===== src/rtl/lab1_imul_sched_pkg.sv =====
// Shared types and widths for the multiplier scheduler.
// Optional build macro honoured by the scheduler top: IMUL_SCHED_ZERO_BYPASS_EN.
package lab1_imul_sched_pkg;

  typedef enum logic [1:0] {
    IDLE  = 2'd0,
    ISSUE = 2'd1,
    WAIT  = 2'd2,
    RESP  = 2'd3
  } sched_state_e;

  localparam int MSG_IN_W  = 64;
  localparam int MSG_OUT_W = 32;
  localparam int OPND_W    = 32;

  // True when either operand of a packed {a,b} message is zero.
  function automatic logic opnd_has_zero(input logic [MSG_IN_W-1:0] msg);
    return (msg[MSG_IN_W-1:OPND_W] == '0) || (msg[OPND_W-1:0] == '0);
  endfunction

endpackage


===== src/rtl/lab1_imul_rr_arb.sv =====
// Round-robin arbiter for the multiplier scheduler.
// Search starts at ptr and wraps; ptr is owned here and moves to idx+1
// (wrapping NREQ-1 -> 0) when the scheduler signals completion of an op.
module lab1_imul_rr_arb
  import lab1_imul_sched_pkg::*;
#(
  parameter int NREQ  = 4,
  localparam int IDX_W = (NREQ > 1) ? $clog2(NREQ) : 1
) (
  input  logic             clk,
  input  logic             reset,
  input  logic [NREQ-1:0]  req,
  input  logic             adv_en,
  input  logic [IDX_W-1:0] adv_idx,
  output logic [NREQ-1:0]  gnt,
  output logic [IDX_W-1:0] gnt_idx,
  output logic             gnt_any
);

  logic [IDX_W-1:0] ptr_q;
  logic [IDX_W-1:0] ptr_d;
  logic [IDX_W-1:0] cand;

  // Pick the first valid requester at or after ptr, wrapping around.
  always_comb begin
    gnt     = '0;
    gnt_idx = '0;
    gnt_any = 1'b0;
    cand    = '0;
    for (int k = 0; k < NREQ; k++) begin
      cand = IDX_W'((int'(ptr_q) + k) % NREQ);
      if (!gnt_any && req[cand]) begin
        gnt_any = 1'b1;
        gnt_idx = cand;
      end
    end
    if (gnt_any) begin
      gnt[gnt_idx] = 1'b1;
    end
  end

  // Next pointer: one past the port just served, wrapping at NREQ-1.
  always_comb begin
    ptr_d = ptr_q;
    if (adv_en) begin
      ptr_d = (adv_idx == IDX_W'(NREQ - 1)) ? '0 : adv_idx + 1'b1;
    end
  end

  // Pointer register.
  always_ff @(posedge clk) begin
    if (reset) begin
      ptr_q <= '0;
    end else begin
      ptr_q <= ptr_d;
    end
  end

endmodule


===== src/rtl/lab1_imul_mul_sched.sv =====
// Shares one iterative multiplier among NREQ requester streams.
// One op in flight: grant round-robin, push {a,b} into the multiplier,
// return the product to the granted requester only.
// Build macro: IMUL_SCHED_ZERO_BYPASS_EN -- ops with a zero operand skip the
// multiplier and answer 0 the cycle after acceptance.
//
// state | meaning
// IDLE  | arbitrate; Mealy req_rdy to winner, latch id/op on accept
// ISSUE | present op to multiplier until it is taken
// WAIT  | accept product from multiplier
// RESP  | present product to requester id until it is taken
module lab1_imul_mul_sched
  import lab1_imul_sched_pkg::*;
#(
  parameter int NREQ = 4
) (
  input  logic                      clk,
  input  logic                      reset,
  input  logic [NREQ-1:0]           req_val,
  output logic [NREQ-1:0]           req_rdy,
  input  logic [NREQ*MSG_IN_W-1:0]  req_msg,
  output logic [NREQ-1:0]           resp_val,
  input  logic [NREQ-1:0]           resp_rdy,
  output logic [NREQ*MSG_OUT_W-1:0] resp_msg,
  output logic                      mul_in_val,
  input  logic                      mul_in_rdy,
  output logic [MSG_IN_W-1:0]       mul_in_msg,
  input  logic                      mul_out_val,
  output logic                      mul_out_rdy,
  input  logic [MSG_OUT_W-1:0]      mul_out_msg
);

  localparam int IDX_W = (NREQ > 1) ? $clog2(NREQ) : 1;

  sched_state_e          state_q, state_d;
  logic [IDX_W-1:0]      id_q, id_d;
  logic [MSG_IN_W-1:0]   op_q, op_d;
  logic [MSG_OUT_W-1:0]  prod_q, prod_d;

  logic [NREQ-1:0]       arb_gnt;
  logic [IDX_W-1:0]      arb_idx;
  logic                  arb_any;
  logic                  adv_en;
  logic [MSG_IN_W-1:0]   req_slot [NREQ];

  // Unpack the flat request bus into per-port operand pairs.
  always_comb begin
    for (int i = 0; i < NREQ; i++) begin
      req_slot[i] = req_msg[i*MSG_IN_W +: MSG_IN_W];
    end
  end

  lab1_imul_rr_arb #(.NREQ(NREQ)) u_arb (
    .clk     (clk),
    .reset   (reset),
    .req     (req_val),
    .adv_en  (adv_en),
    .adv_idx (id_q),
    .gnt     (arb_gnt),
    .gnt_idx (arb_idx),
    .gnt_any (arb_any)
  );

  // Scheduler next-state and outputs; everything forced low while in reset.
  always_comb begin
    state_d     = state_q;
    id_d        = id_q;
    op_d        = op_q;
    prod_d      = prod_q;
    adv_en      = 1'b0;
    req_rdy     = '0;
    resp_val    = '0;
    resp_msg    = '0;
    mul_in_val  = 1'b0;
    mul_in_msg  = '0;
    mul_out_rdy = 1'b0;

    case (state_q)
      IDLE: begin
        if (arb_any) begin
          req_rdy = arb_gnt;
          id_d    = arb_idx;
          op_d    = req_slot[arb_idx];
`ifdef IMUL_SCHED_ZERO_BYPASS_EN
          if (opnd_has_zero(req_slot[arb_idx])) begin
            prod_d  = '0;
            state_d = RESP;
          end else begin
            state_d = ISSUE;
          end
`else
          state_d = ISSUE;
`endif
        end
      end
      ISSUE: begin
        mul_in_val = 1'b1;
        mul_in_msg = op_q;
        if (mul_in_rdy) begin
          state_d = WAIT;
        end
      end
      WAIT: begin
        mul_out_rdy = 1'b1;
        if (mul_out_val) begin
          prod_d  = mul_out_msg;
          state_d = RESP;
        end
      end
      RESP: begin
        for (int i = 0; i < NREQ; i++) begin
          if (id_q == IDX_W'(i)) begin
            resp_val[i]                        = 1'b1;
            resp_msg[i*MSG_OUT_W +: MSG_OUT_W] = prod_q;
          end
        end
        if (resp_rdy[id_q]) begin
          adv_en  = 1'b1;
          state_d = IDLE;
        end
      end
      default: state_d = IDLE;
    endcase

    if (reset) begin
      adv_en      = 1'b0;
      req_rdy     = '0;
      resp_val    = '0;
      resp_msg    = '0;
      mul_in_val  = 1'b0;
      mul_in_msg  = '0;
      mul_out_rdy = 1'b0;
    end
  end

  // State and operand/product latches.
  always_ff @(posedge clk) begin
    if (reset) begin
      state_q <= IDLE;
      id_q    <= '0;
      op_q    <= '0;
      prod_q  <= '0;
    end else begin
      state_q <= state_d;
      id_q    <= id_d;
      op_q    <= op_d;
      prod_q  <= prod_d;
    end
  end

endmodule


===== config.mk =====
export PLATFORM = sky130hd
export DESIGN_NAME = lab1_imul_mul_sched
export DESIGN_NICKNAME = d
export VERILOG_FILES = /design/src/rtl/lab1_imul_sched_pkg.sv /design/src/rtl/lab1_imul_rr_arb.sv /design/src/rtl/lab1_imul_mul_sched.sv
export SDC_FILE = /design/constraint.sdc
export NUM_CORES = 1
export LEC_CHECK = 0
export CELL_PAD_IN_SITES_DETAIL_PLACEMENT = 1
export CELL_PAD_IN_SITES_GLOBAL_PLACEMENT = 2
export CORE_AREA = 2 2 198 200
export DETAILED_ROUTE_END_ITERATION = 7
export DIE_AREA = 0 0 200 202
export GPL_TIMING_DRIVEN = 0
export PLACE_DENSITY_LB_ADDON = 0.12
export SKIP_LAST_GASP = 1
export SLEW_MARGIN = 30
export SYNTH_ARGS = -nofsm -noshare
export SYNTH_HDL_FRONTEND = slang
export SYNTH_HIERARCHICAL = 1
export SYNTH_SLANG_ARGS = --single-unit

===== constraint.sdc =====
create_clock -name clk -period 6.48 [get_ports clk]
set_input_delay 0.648 -clock clk [delete_from_list [all_inputs] [get_ports clk]]
set_output_delay 0.648 -clock clk [all_outputs]
set_load 0.03 [all_outputs]

## Yosys cells after proc, flatten, opt, wreduce, memory -nomap -nowiden

Cells that the tools add are included.

| word-level totals | value |
|---|---|
| word-level logic and storage cells | 93 |
| bits in registers | 102 |
| output and inout port bits | 202 |

| operators by class | value |
|---|---|
| multiplexer cells | 53 |
| magnitude comparators | 8 |
| bitwise operators | 1 |
| add/sub/neg operators | 4 |
| equal/unequal tests | 10 |
| reduce and logical (&&, ||, !) cells | 12 |

Operator list:

| cell | number |
|---|---|
| two-way mux 128 bit | 2 |
| two-way mux 64 bit | 4 |
| binary-select mux 64 bit (select 2 bit) | 1 |
| two-way mux 32 bit | 4 |
| two-way mux 1 bit | 21 |
| two-way mux 4 bit | 5 |
| less-than comparator 2 x 3 -> 1 bit, second input constant | 6 |
| two-way mux 2 bit | 9 |
| binary-select mux 1 bit (select 2 bit) | 5 |
| == test 2 bit, second input constant | 4 |
| inequality test 2 bit, second input constant | 4 |
| one-hot mux 2 bit (4 select lines) | 1 |
| adder 2 x 1 -> 2 bit, second input constant | 2 |
| adder 2 bit, second input constant | 2 |
| == test 2 x 1 -> 1 bit, second input constant | 2 |
| logical AND 1 bit | 4 |
| zero test 2 bit | 2 |
| AND reduction 2 bit | 2 |
| AND reduction 4 bit | 1 |
| >= comparator 3 bit, second input constant | 1 |
| zero test 1 bit | 3 |
| NOT 2 -> 3 bit | 1 |
| demux 1 bit (select 2 bit) | 1 |
| >= comparator 2 x 1 -> 1 bit, second input constant | 1 |

## Logic depth before layout (Yosys ltp)

Gate-level depths: netlist (run 1).

| depth | value |
|---|---|
| depth in word-level cells | 19 |
| depth in mapped cells | 9 |
| mapped depth without buffers | 6 |

## Cells and area by module

The synthesis (run 1) kept the hierarchy.

By module, submodules not included:

| module | cells an instance | seq. area each (µm²) | area each (µm²) | instances |
|---|---|---|---|---|
| lab1_imul_mul_sched | 767 | 2,001.9 | 6,473.7 | 1 |
| lab1_imul_rr_arb | 41 | 40.0 | 290.3 | 1 |

## Worst setup path after synthesis (run 1)

Ideal clock, no wire load.

| path | value |
|---|---|
| path kind | in2out |
| from | input reset |
| to | output resp_msg[87] |
| arrival time | 1.866 ns |
| cell stages on the path | 5 |
| slack | 3.966 ns |
| required time | 5.832 ns |
| path through | nor2b_1 -> nand2_1 -> nor2_1 -> clkbuf_1 -> and2_1 |

| between the ends | value |
|---|---|
| word-level cells in the longest chain between the ends | 1 |

Ends and longest elaborated chain:

| item | line | RTL |
|---|---|---|
| start: declaration | lab1_imul_mul_sched.sv:18 | `input logic reset,` |
| two-way mux 128 bit | lab1_imul_mul_sched.sv:125 | `if (reset) begin` |
| end: declaration | lab1_imul_mul_sched.sv:24 | `output logic [NREQ*MSG_OUT_W-1:0] resp_msg,` |

Every way passes these cells.

## Worst setup path after layout (run 1)

| path | value |
|---|---|
| from | input reset |
| to | output resp_msg[19] |

The elaborated chain is that of the path after synthesis.

==> results of run 1 <==
==> cells in the mapped netlist <==
library cell,n
a21oi_1,102
buf_4,3
o221ai_1,1
o2bb2ai_1,1
buf_2,10
nor2b_1,1
dfxtp_1,102
o22ai_1,1
o221a_2,2
ha_1,5
o21ai_0,3
a211oi_1,1
mux4_2,64
buf_1,4
and3_1,70
nand2b_1,1
and2_1,131
and2b_1,1
or4_1,1
nor2_1,12
a31oi_1,1
inv_2,1
a22o_1,1
buf_6,7
mux2i_1,5
o31ai_1,1
o21ai_1,2
nand2_1,204
inv_1,8
nor3_1,2
mux2_2,1
a21boi_0,2
nor3b_1,1
o2bb2a_1,1
clkbuf_1,55
==> registers in the layout, summed over array words and instances, names as in the netlist <==
| signal | count |
|---|---|
| op_q | 64 |
| u_arb/ptr_q | 2 |
| state_q | 2 |
| id_q | 2 |
| prod_q | 32 |
==> worst max path at each step <==
stage	startpoint	endpoint	slack, ns	cells past startpoint
6_report	reset	resp_msg[19]	2.31	7
5_1_grt	reset	resp_msg[6]	1.99	7
2_1_floorplan	reset	resp_msg[87]	3.97	5
3_5_place_dp	reset	resp_msg[6]	2.12	7
4_1_cts	reset	resp_msg[6]	2.11	7
3_3_place_gp	reset	resp_msg[6]	2.16	7
==> critical path, stage by stage <==
cell and delay (ns):
clkdlybuf4s50_1 0.58, inv_2 0.28, nand2_1 0.10, nor3_1 0.64, clkbuf_1 0.38, and2_1 0.20
clkdlybuf4s50_1 0.69
==> logic make-up (layout without fill, tap and decap cells) <==
group	Yosys count	in the layout	share of synthesized area (%)
AO/OA/AOI/OAI	119	119	9.42
adder cells (fa/ha/maj)	5	5	0.925
multiplexers	70	70	22.2
buffers and inverters	88	602	6.01
AND/OR/NAND/NOR	424	424	31.2
flip-flops	102	102	30.2
other	0	1	0
==> metal layers <==
layer,vias to the layer above,track usage (%)
li1,3783,-
met1,3697,19.0
met2,288,32.3
met3,18,6.17
met4,4,3.49
met5,-,0
==> per-stage QoR <==
stage               power (mW)  cell area, sq um  hold WS (ns)
global route              2.86             12700         0.467
floorplan                 1.52              6760         0.432
global placement          2.09             12400         0.437
CTS                       2.71             12700         0.455
finish                    2.64             12700         0.451
detailed placement        2.11             12400         0.443
==> power groups by stage <==
stage / clock network (mW) / registers [mW] / logic (mW)
detailed placement: 0 / 0.866 / 1.25
global route: 0.637 / 0.870 / 1.35
CTS: 0.611 / 0.851 / 1.25
floorplan: 0 / 0.838 / 0.687
finish: 0.583 / 0.849 / 1.21
global placement: 0 / 0.861 / 1.23
==> cell type report <==
cell class / count / share of cell area [%]
Timing Repair Buffer: 498 / 39.3
Multi-Input combinational cell: 618 / 34.0
Sequential cell: 102 / 16.1
Tap cell: 518 / 5.10
Buffer: 79 / 2.94
Clock buffer: 9 / 1.77
Clock inverter: 7 / 0.581
Inverter: 9 / 0.266
Antenna cell: 1 / 0.0197
==> impl_metrics.env, run 1 <==
export IMPL_outcome="complete, no violations"
export IMPL_die_w_um=200
export IMPL_n_fill_cell=4490
export IMPL_cts_hold_buf=0
export IMPL_cts_setup_buffers=0
export IMPL_num_io_pins=502
export IMPL_fp_row_count=72
export IMPL_dr_total_vias=7790
export IMPL_fin_ws_ns=2.31
export IMPL_grt_ovfl_total=0
export IMPL_regToRegSetupSlack_ns=4.05
export IMPL_r2r_end="op_q[46]"
export IMPL_final_setup_viol_count=0
export IMPL_period_needed_ns=4.17
export IMPL_start_util_pct=17.7
export IMPL_highest_layer="met5"
export IMPL_drc=0
export IMPL_synthTopCellsByArea="dfxtp_1 30%, mux4_2 21%, and2_1 12%"
export IMPL_post_route_period_util_pct=64.4
export IMPL_p_seq_share_pct=32.2
export IMPL_cts_buffers=9
export IMPL_fin_nets=1622
export IMPL_power_density_nw_per_um2=208
export IMPL_ant_nets=0
export IMPL_drtIter0Drc=227
export IMPL_dr_pass1_iters=4
export IMPL_grt_max_degree=18
export IMPL_final_cell_mix="498 x clkdlybuf4s50_1, 204 x nand2_1, 131 x and2_1, 102 x a21oi_1, 102 x dfxtp_1"
export IMPL_wl_per_cell_um=19.4
export IMPL_cp_required_ns=5.83
export IMPL_p_sw_share_pct=40.3
export IMPL_yosysUniqueCellTypes=35
export IMPL_postCtsResizedCells=0
export IMPL_cts_root_buf="clkbuf_16"
export IMPL_synthCells=808
export IMPL_hp_class="flop to flop"
export IMPL_worstPathMaxFanout=10
export IMPL_layout_drive_gt1_share_pct=7.87
export IMPL_wl_met3_mm=3.30
export IMPL_worst_setup_path_start_kind="input port"
export IMPL_cp_end_kind="primary output"
export IMPL_whs_path_depth=2
export IMPL_placed_cells=1824
export IMPL_dpl_worst_slack_ns=2.12
export IMPL_critical_path_class="input port to primary output"
export IMPL_vias_per_cell=4.23
export IMPL_p_clk_share_pct=22.1
export IMPL_worstReg2RegStart="u_arb/ptr_q[1]"
export IMPL_max_slew_margin_rel_pct=44.8
export IMPL_clock_latency_ns=0.37
export IMPL_min_from="op_q[46]"
export IMPL_ys_seq_area_share_pct=30.2
export IMPL_intPower_mw=1.57
export IMPL_p_leak_nw=4.71
export IMPL_antenna_found_initial=4
export IMPL_final_cells=1841
export IMPL_clock_fmax_mhz=240
export IMPL_wirelength_met1_mm=13.7
export IMPL_cap_violations=0
export IMPL_min_to="op_q[46]"
export IMPL_cts_buffer_depth=2
export IMPL_grt_pass1_vias=8290
export IMPL_cts_tree="done"
export IMPL_synth_warnings=6
export IMPL_clock_sinks=102
export IMPL_design_die_area_sq_um=40400
export IMPL_hold_violations=0
export IMPL_comb_power_share_pct=45.7
export IMPL_die_y_um=202
export IMPL_grt_usage_pct=17.4
export IMPL_synth_top_area_share_pct=30.2
export IMPL_multi_input_area_sq_um=4320
export IMPL_route_met2_wl_mm=18.4
export IMPL_finalSetupTns_ns=0
export IMPL_syn_area_per_cell_sq_um=8.37
export IMPL_grt_pass1_wl_mm=52.2
export IMPL_core_sq_um=38300
export IMPL_ys_seq_elements=102
export IMPL_rr_worst_depth=9
export IMPL_power_switching_mw=1.06
export IMPL_fin_util_pct=33.2
export IMPL_slew_viol_final=0
export IMPL_syn_nets=1113
export IMPL_gp_congestion=0.742
export IMPL_dp_hpwl_mm=29.6
export IMPL_rsz0062_at_grt="no"
export IMPL_irDropWorstVdd_mv=0.152
export IMPL_tightestPinTransition_ns=0.821
export IMPL_area_growth_pct=87.7
export IMPL_drt_wl_total_mm=35.7
export IMPL_portBuffers=498
export IMPL_register_area_sq_um=2040
export IMPL_arrival_ns=3.53
export IMPL_synth_area_sq_um=6760
export IMPL_yosysTopAreaCell="dfxtp_1"
export IMPL_path_clk_slew_ns=0.07
export IMPL_htree_levels=3
export IMPL_skew_ns=0.0152
export IMPL_final_common_cell="clkdlybuf4s50_1"
(Power assumes the default switching activity.)
==> inputs of run 2 (changes only) <==
- CORE_AREA: 2 2 198 200 -> unset
- CORE_MARGIN: unset -> 2
- CORE_UTILIZATION: unset -> 18
- DIE_AREA: 0 0 200 202 -> unset
- clock period: 6.48 -> 4 ns (I/O delays scaled with it)
==> impl_metrics.env, run 2 (same netlist as run 1, synthesis figures left out) <==
export IMPL_cp_required_ns=3.60
export IMPL_r2r_end="op_q[26]"
export IMPL_tightestPinTransition_ns=0.817
export IMPL_cts_tree="done"
export IMPL_clock_latency_ns=0.36
export IMPL_dr_total_vias=7771
export IMPL_register_area_sq_um=2040
export IMPL_reg_top3="op_q x64, prod_q x32"
export IMPL_period_needed_ns=3.63
export IMPL_fin_nets=1622
export IMPL_power_density_nw_per_um2=338
export IMPL_num_antenna_cells=0
export IMPL_postCtsResizedCells=0
export IMPL_cts_buffers=9
export IMPL_antenna_found_initial=1
export IMPL_post_route_period_util_pct=90.7
export IMPL_design_die_area_sq_um=39100
export IMPL_slew_viol_final=0
export IMPL_skew_ns=0.00721
export IMPL_placed_cells=1780
export IMPL_cts_setup_buffers=0
export IMPL_cts_hold_buf=0
export IMPL_grt_usage_pct=17.8
export IMPL_worst_setup_path_start_kind="input port"
export IMPL_cts_root_buf="clkbuf_16"
export IMPL_dr_pass1_iters=4
export IMPL_grt_pass1_wl_mm=51.8
export IMPL_final_setup_viol_count=0
export IMPL_grt_max_degree=17
export IMPL_hp_class="flop to flop"
export IMPL_worstPathMaxFanout=10
export IMPL_grt_pass1_vias=8288
export IMPL_cap_violations=0
export IMPL_vias_per_cell=4.33
export IMPL_hold_violations=0
export IMPL_whs_ns=0.453
export IMPL_power_mw=4.27
export IMPL_critical_path_class="input port to primary output"
export IMPL_worstReg2RegStart="u_arb/ptr_q[1]"
export IMPL_core_sq_um=37300
export IMPL_htree_levels=3
export IMPL_n_fill_cell=4425
export IMPL_fp_row_count=71
export IMPL_rsz0062_at_grt="no"
export IMPL_die_y_um=198
export IMPL_regToRegSetupSlack_ns=1.60
export IMPL_rr_worst_depth=9
export IMPL_num_io_pins=502
export IMPL_wl_per_cell_um=19.8
export IMPL_area_growth_pct=86.9
export IMPL_portBuffers=498
export IMPL_outcome="complete, no violations"
export IMPL_final_cell_mix="498 x clkdlybuf4s50_1, 204 x nand2_1, 131 x and2_1, 102 x a21oi_1, 102 x dfxtp_1"
export IMPL_cts_buffer_depth=2
export IMPL_max_slew_margin_rel_pct=45.1
export IMPL_irDropWorstVdd_mv=0.229
export IMPL_final_cells=1796
export IMPL_dp_hpwl_mm=29.7
export IMPL_arrival_ns=3.23
export IMPL_clock_sinks=102
export IMPL_ant_nets=0
export IMPL_layout_drive_gt1_share_pct=7.79
export IMPL_finalSetupTns_ns=0
export IMPL_multi_input_area_sq_um=4320
export IMPL_drc=0
export IMPL_cp_end_kind="primary output"
export IMPL_largest_register_ffs=64
export IMPL_crit_path_end="resp_msg[21]"
export IMPL_p_leak_nw=4.72
export IMPL_top_register="op_q"
export IMPL_start_util_pct=18.1
export IMPL_path_clk_slew_ns=0.07
export IMPL_die_w_um=198
export IMPL_gp_congestion=0.739
export IMPL_clock_fmax_mhz=276
export IMPL_grt_ovfl_total=0
export IMPL_final_common_cell="clkdlybuf4s50_1"
export IMPL_critPathLaunch="reset"
export IMPL_drtIter0Drc=208
export IMPL_drt_wl_total_mm=35.5
run 2: worst min-delay path by stage:
stage / startpoint / end / slack (ns) / cells after the start
after floorplan: op_q[0] / op_q[0] / 0.43 / 2
after global placement: op_q[27] / op_q[27] / 0.44 / 2
after detailed placement: op_q[60] / op_q[60] / 0.44 / 2
after CTS: op_q[60] / op_q[60] / 0.45 / 2
after global routing: op_q[60] / op_q[60] / 0.47 / 2
final: op_q[60] / op_q[60] / 0.45 / 2
run 2: stage by stage:
stage,setup slack (ns),area [sq um],utilization [%]
floorplan,1.82,6760,-
global placement,0.312,12300,33.1
detailed placement,0.255,12300,33.1
CTS,0.255,12600,33.9
global route,0.0788,12600,33.9
finish,0.372,12600,33.9
run 2: where the power goes:
part | switching (mW) | internal, mW
Combinational | 1.15 | 0.810
Clock | 0.429 | 0.504
Sequential | 0.128 | 1.25
run 2: critical path, cell delays in order:
cell,delay (ns)
clkdlybuf4s50_1,0.55
inv_2,0.27
nand2_1,0.11
nor3_1,0.64
clkbuf_1,0.39
and2_1,0.19
clkdlybuf4s50_1,0.68
run 2: layout make-up:
class | count | area share, %
repair buffers | 498 | 39.4
multi-input cells | 618 | 34.1
flip-flops and latches | 102 | 16.2
well taps | 474 | 4.69
plain buffers | 79 | 2.95
clock buffers | 11 | 1.92
clock inverters | 5 | 0.465
inverters | 9 | 0.267
run 2: layer usage:
metal	global-route usage, %	wire, um	vias to the layer above
met5	0	13	-
met4	3.82	365	2
met3	5.42	2860	18
met2	33.6	18300	299
met1	19.4	13900	3674
li1	-	-	3778
==> patch: new RTL, config.mk and constraints of run 2 <==
Change the package constant `MSG_OUT_W` from 32 to 64.
--- a/src/rtl/lab1_imul_sched_pkg.sv
+++ b/src/rtl/lab1_imul_sched_pkg.sv
@@ -10,7 +10,7 @@
   } sched_state_e;
 
   localparam int MSG_IN_W  = 64;
-  localparam int MSG_OUT_W = 32;
+  localparam int MSG_OUT_W = 64;
   localparam int OPND_W    = 32;
 
   // True when either operand of a packed {a,b} message is zero.
Interface: changed (resized mul_out_msg and resp_msg); port bits go from 502 to 662. The function was not compared with the original's and may differ.
==> patch against run 2 <==
Critical path depth is 1 higher; routed wire length rose by 43%; setup slack better by 0.079 ns; total power increased by 30%; clock skew grew 0.0059 ns; global-route usage rose by 1.7 points; count of clock-buffer cells in the layout up 10; highest routed layer unchanged; sequential cell count increased by 32; area after synthesis is 29% higher; final area grew 32%.
==> patch: results (changes against run 2) <==
Outcome
  – Status: finished, final reports clean

Routing
  – Initial DRT Pass Iterations: 4 (unchanged)
  – WL met2: 26.9 mm (+46%)
  – DR iter-0 viols: 233 (+12%)
  – Avg Vias per Cell: 4.30 (-0.73%)
  – Top Metal Used: met5
  – WL met3: 3.93 mm (+38%)
  – Post-Route WL: 50.6 mm (+43%)
  – Wire length on met1: 19.0 mm (+37%)

Worst setup path
  – Critical Path Source: req_val[3]
  – Crit path max fanout: 10 (unchanged)
  – Worst Setup EP: req_rdy[2]
  – Worst EP arrival: 3.15 ns (-0.08 ns)
  – Flop2flop setup slack: 1.48 ns (-0.12 ns)
  – Largest stage delay, worst path: 0.75 ns (+0.07 ns)
  – Reg-to-Reg End: op_q[62]$_SDFFE_PP0P_
  – RR Startpoint: u_arb/ptr_q[1]$_SDFFE_PP0P_
  – Top delay family on crit path: buffers and inverters
  – Slowest-stage cell, CP: clkdlybuf4s50_1

Yosys
  – Ys async rst share: 0% (unchanged)
  – Top post-synthesis cells by count: 268 x nand2_1, 259 x and2_1, 134 x a21oi_1, 134 x dfxtp_1, 68 x and3_1
  – Yosys cell types: 39 (+11%)
  – Syn Nets: 1427 (+28%)
  – Synth area leaders: dfxtp_1 31%, and2_1 19%, mux4_2 16%
  – Mean Syn Cell Area: 8.03 sq um (-4.1%)
  – Post-synth EDFFs: 0 (unchanged)
  – Sequential element share of the synthesized area: 30.6% (+0.46 points)

Clock tree
  – CTS H-tree depth: 4 (+1)
  – Setup bufs post-CTS: 0 (unchanged)
  – Cts bufs inserted: 17 (+8)
  – Worst-path clk slew: 0.05 ns (-0.02 ns)
  – Worst-Skew Late Latency: 0.43 ns (+0.07 ns)
  – Root Driver: clkbuf_16

GRT
  – First-pass GRT wire length: 72.3 mm (+39%)
  – Initial antenna violation count: 12 (+11)
  – Total track usage: 19.5% (+1.7 points)
  – Via count of the first global-routing pass: 11000 (+33%)

Timing
  – FMAX: 0.282 GHz (+2.2%)
  – Clk_skew: 0.0131 ns (+0.00590 ns)
  – Worst Max-Slew Pin Slew: 0.929 ns (+0.112 ns)
  – Worst Hold Slack: 0.448 ns (-0.00468 ns)

Finish
  – Layout Cells excl Fill: 2400 (+34%)
  – Nets: 2104 (+30%)
  – Layout cell share with drive strength beyond 1: 8.21% (+0.42 points)
  – Biggest registers after layout: op_q: 64 flops, prod_q: 64 flops

Placement
  – DP HPWL: 43.0 mm (+45%)
  – Port-buffer cells: 658 (+32%)
  – RePlAce Congestion: 0.813 (+10%)
  – Pre-CTS WS: 0.371 ns (+0.116 ns)
  – Placed cell area: 16100 sq um (+31%)

Power
  – Peak VDD IR: 0.199 mV (-13%)
  – Cell internal pwr: 3.49 mW (+36%)
  – Leak: 6.24 nW (+32%)

Worst hold path
  – Worst Hold Class: flip-flop to flip-flop
  – Hold Path End: op_q[23]$_SDFFE_PP0P_
  – Hold Path Origin: op_q[23]$_SDFFE_PP0P_
patch: cell types whose count changed in the layout (fill, tap and decap cells not counted), sizes merged, moves of 2 or more:
cell                  run 2  this run
buf                      24        39
dfxtp                   102       134
and2                    131       259
nand2                   204       268
diode                     0         7
a21oi                   102       134
clkdlybuf4s50           498       658
clkbuf                   66        87
bufinv                    1         3
patch: tightest hold or removal path: stages, from the launching register on:
cell     delay, ns
dfxtp_1       0.30
nand2_1       0.05
a21oi_1       0.05
patch: kinds of logic (layout without fill, tap and decap cells):
kind of cell | count (synthesis) | count (layout) | share of synthesized area, %
compound gates | 151 | 151 | 9.11
fa+ha+maj | 5 | 5 | 0.715
buf+inv | 114 | 802 | 6.13
flops | 134 | 134 | 30.6
mux | 70 | 70 | 17.2
other cells | 0 | 7 | 0
simple gates | 616 | 616 | 36.2
patch: power by group through the flow:
stage / Combinational [mW] / Sequential [mW] / Clock, mW
after global routing: 2.38 / 1.81 / 1.74
final: 2.14 / 1.77 / 1.63
after CTS: 2.20 / 1.78 / 1.69
after detailed placement: 2.19 / 1.81 / 0
after global placement: 2.17 / 1.79 / 0
after floorplan: 1.21 / 1.73 / 0
patch: area by class of cell:
class / count / area [sq um]
well taps: 615 / 769
fillers: 5667 / 31100
repair buffers: 658 / 6590
flip-flops and latches: 134 / 2680
plain buffers: 105 / 503
clock buffers: 21 / 460
inverters: 9 / 33.8
multi-input cells: 842 / 5530
clock inverters: 9 / 128
diodes: 7 / 17.5
patch: per-layer routing:
metal	track usage, %	vias to the layer above
met1	20.1	4895
li1	-	4994
met5	0	-
met3	7.04	39
met4	4.57	12
met2	37.3	369
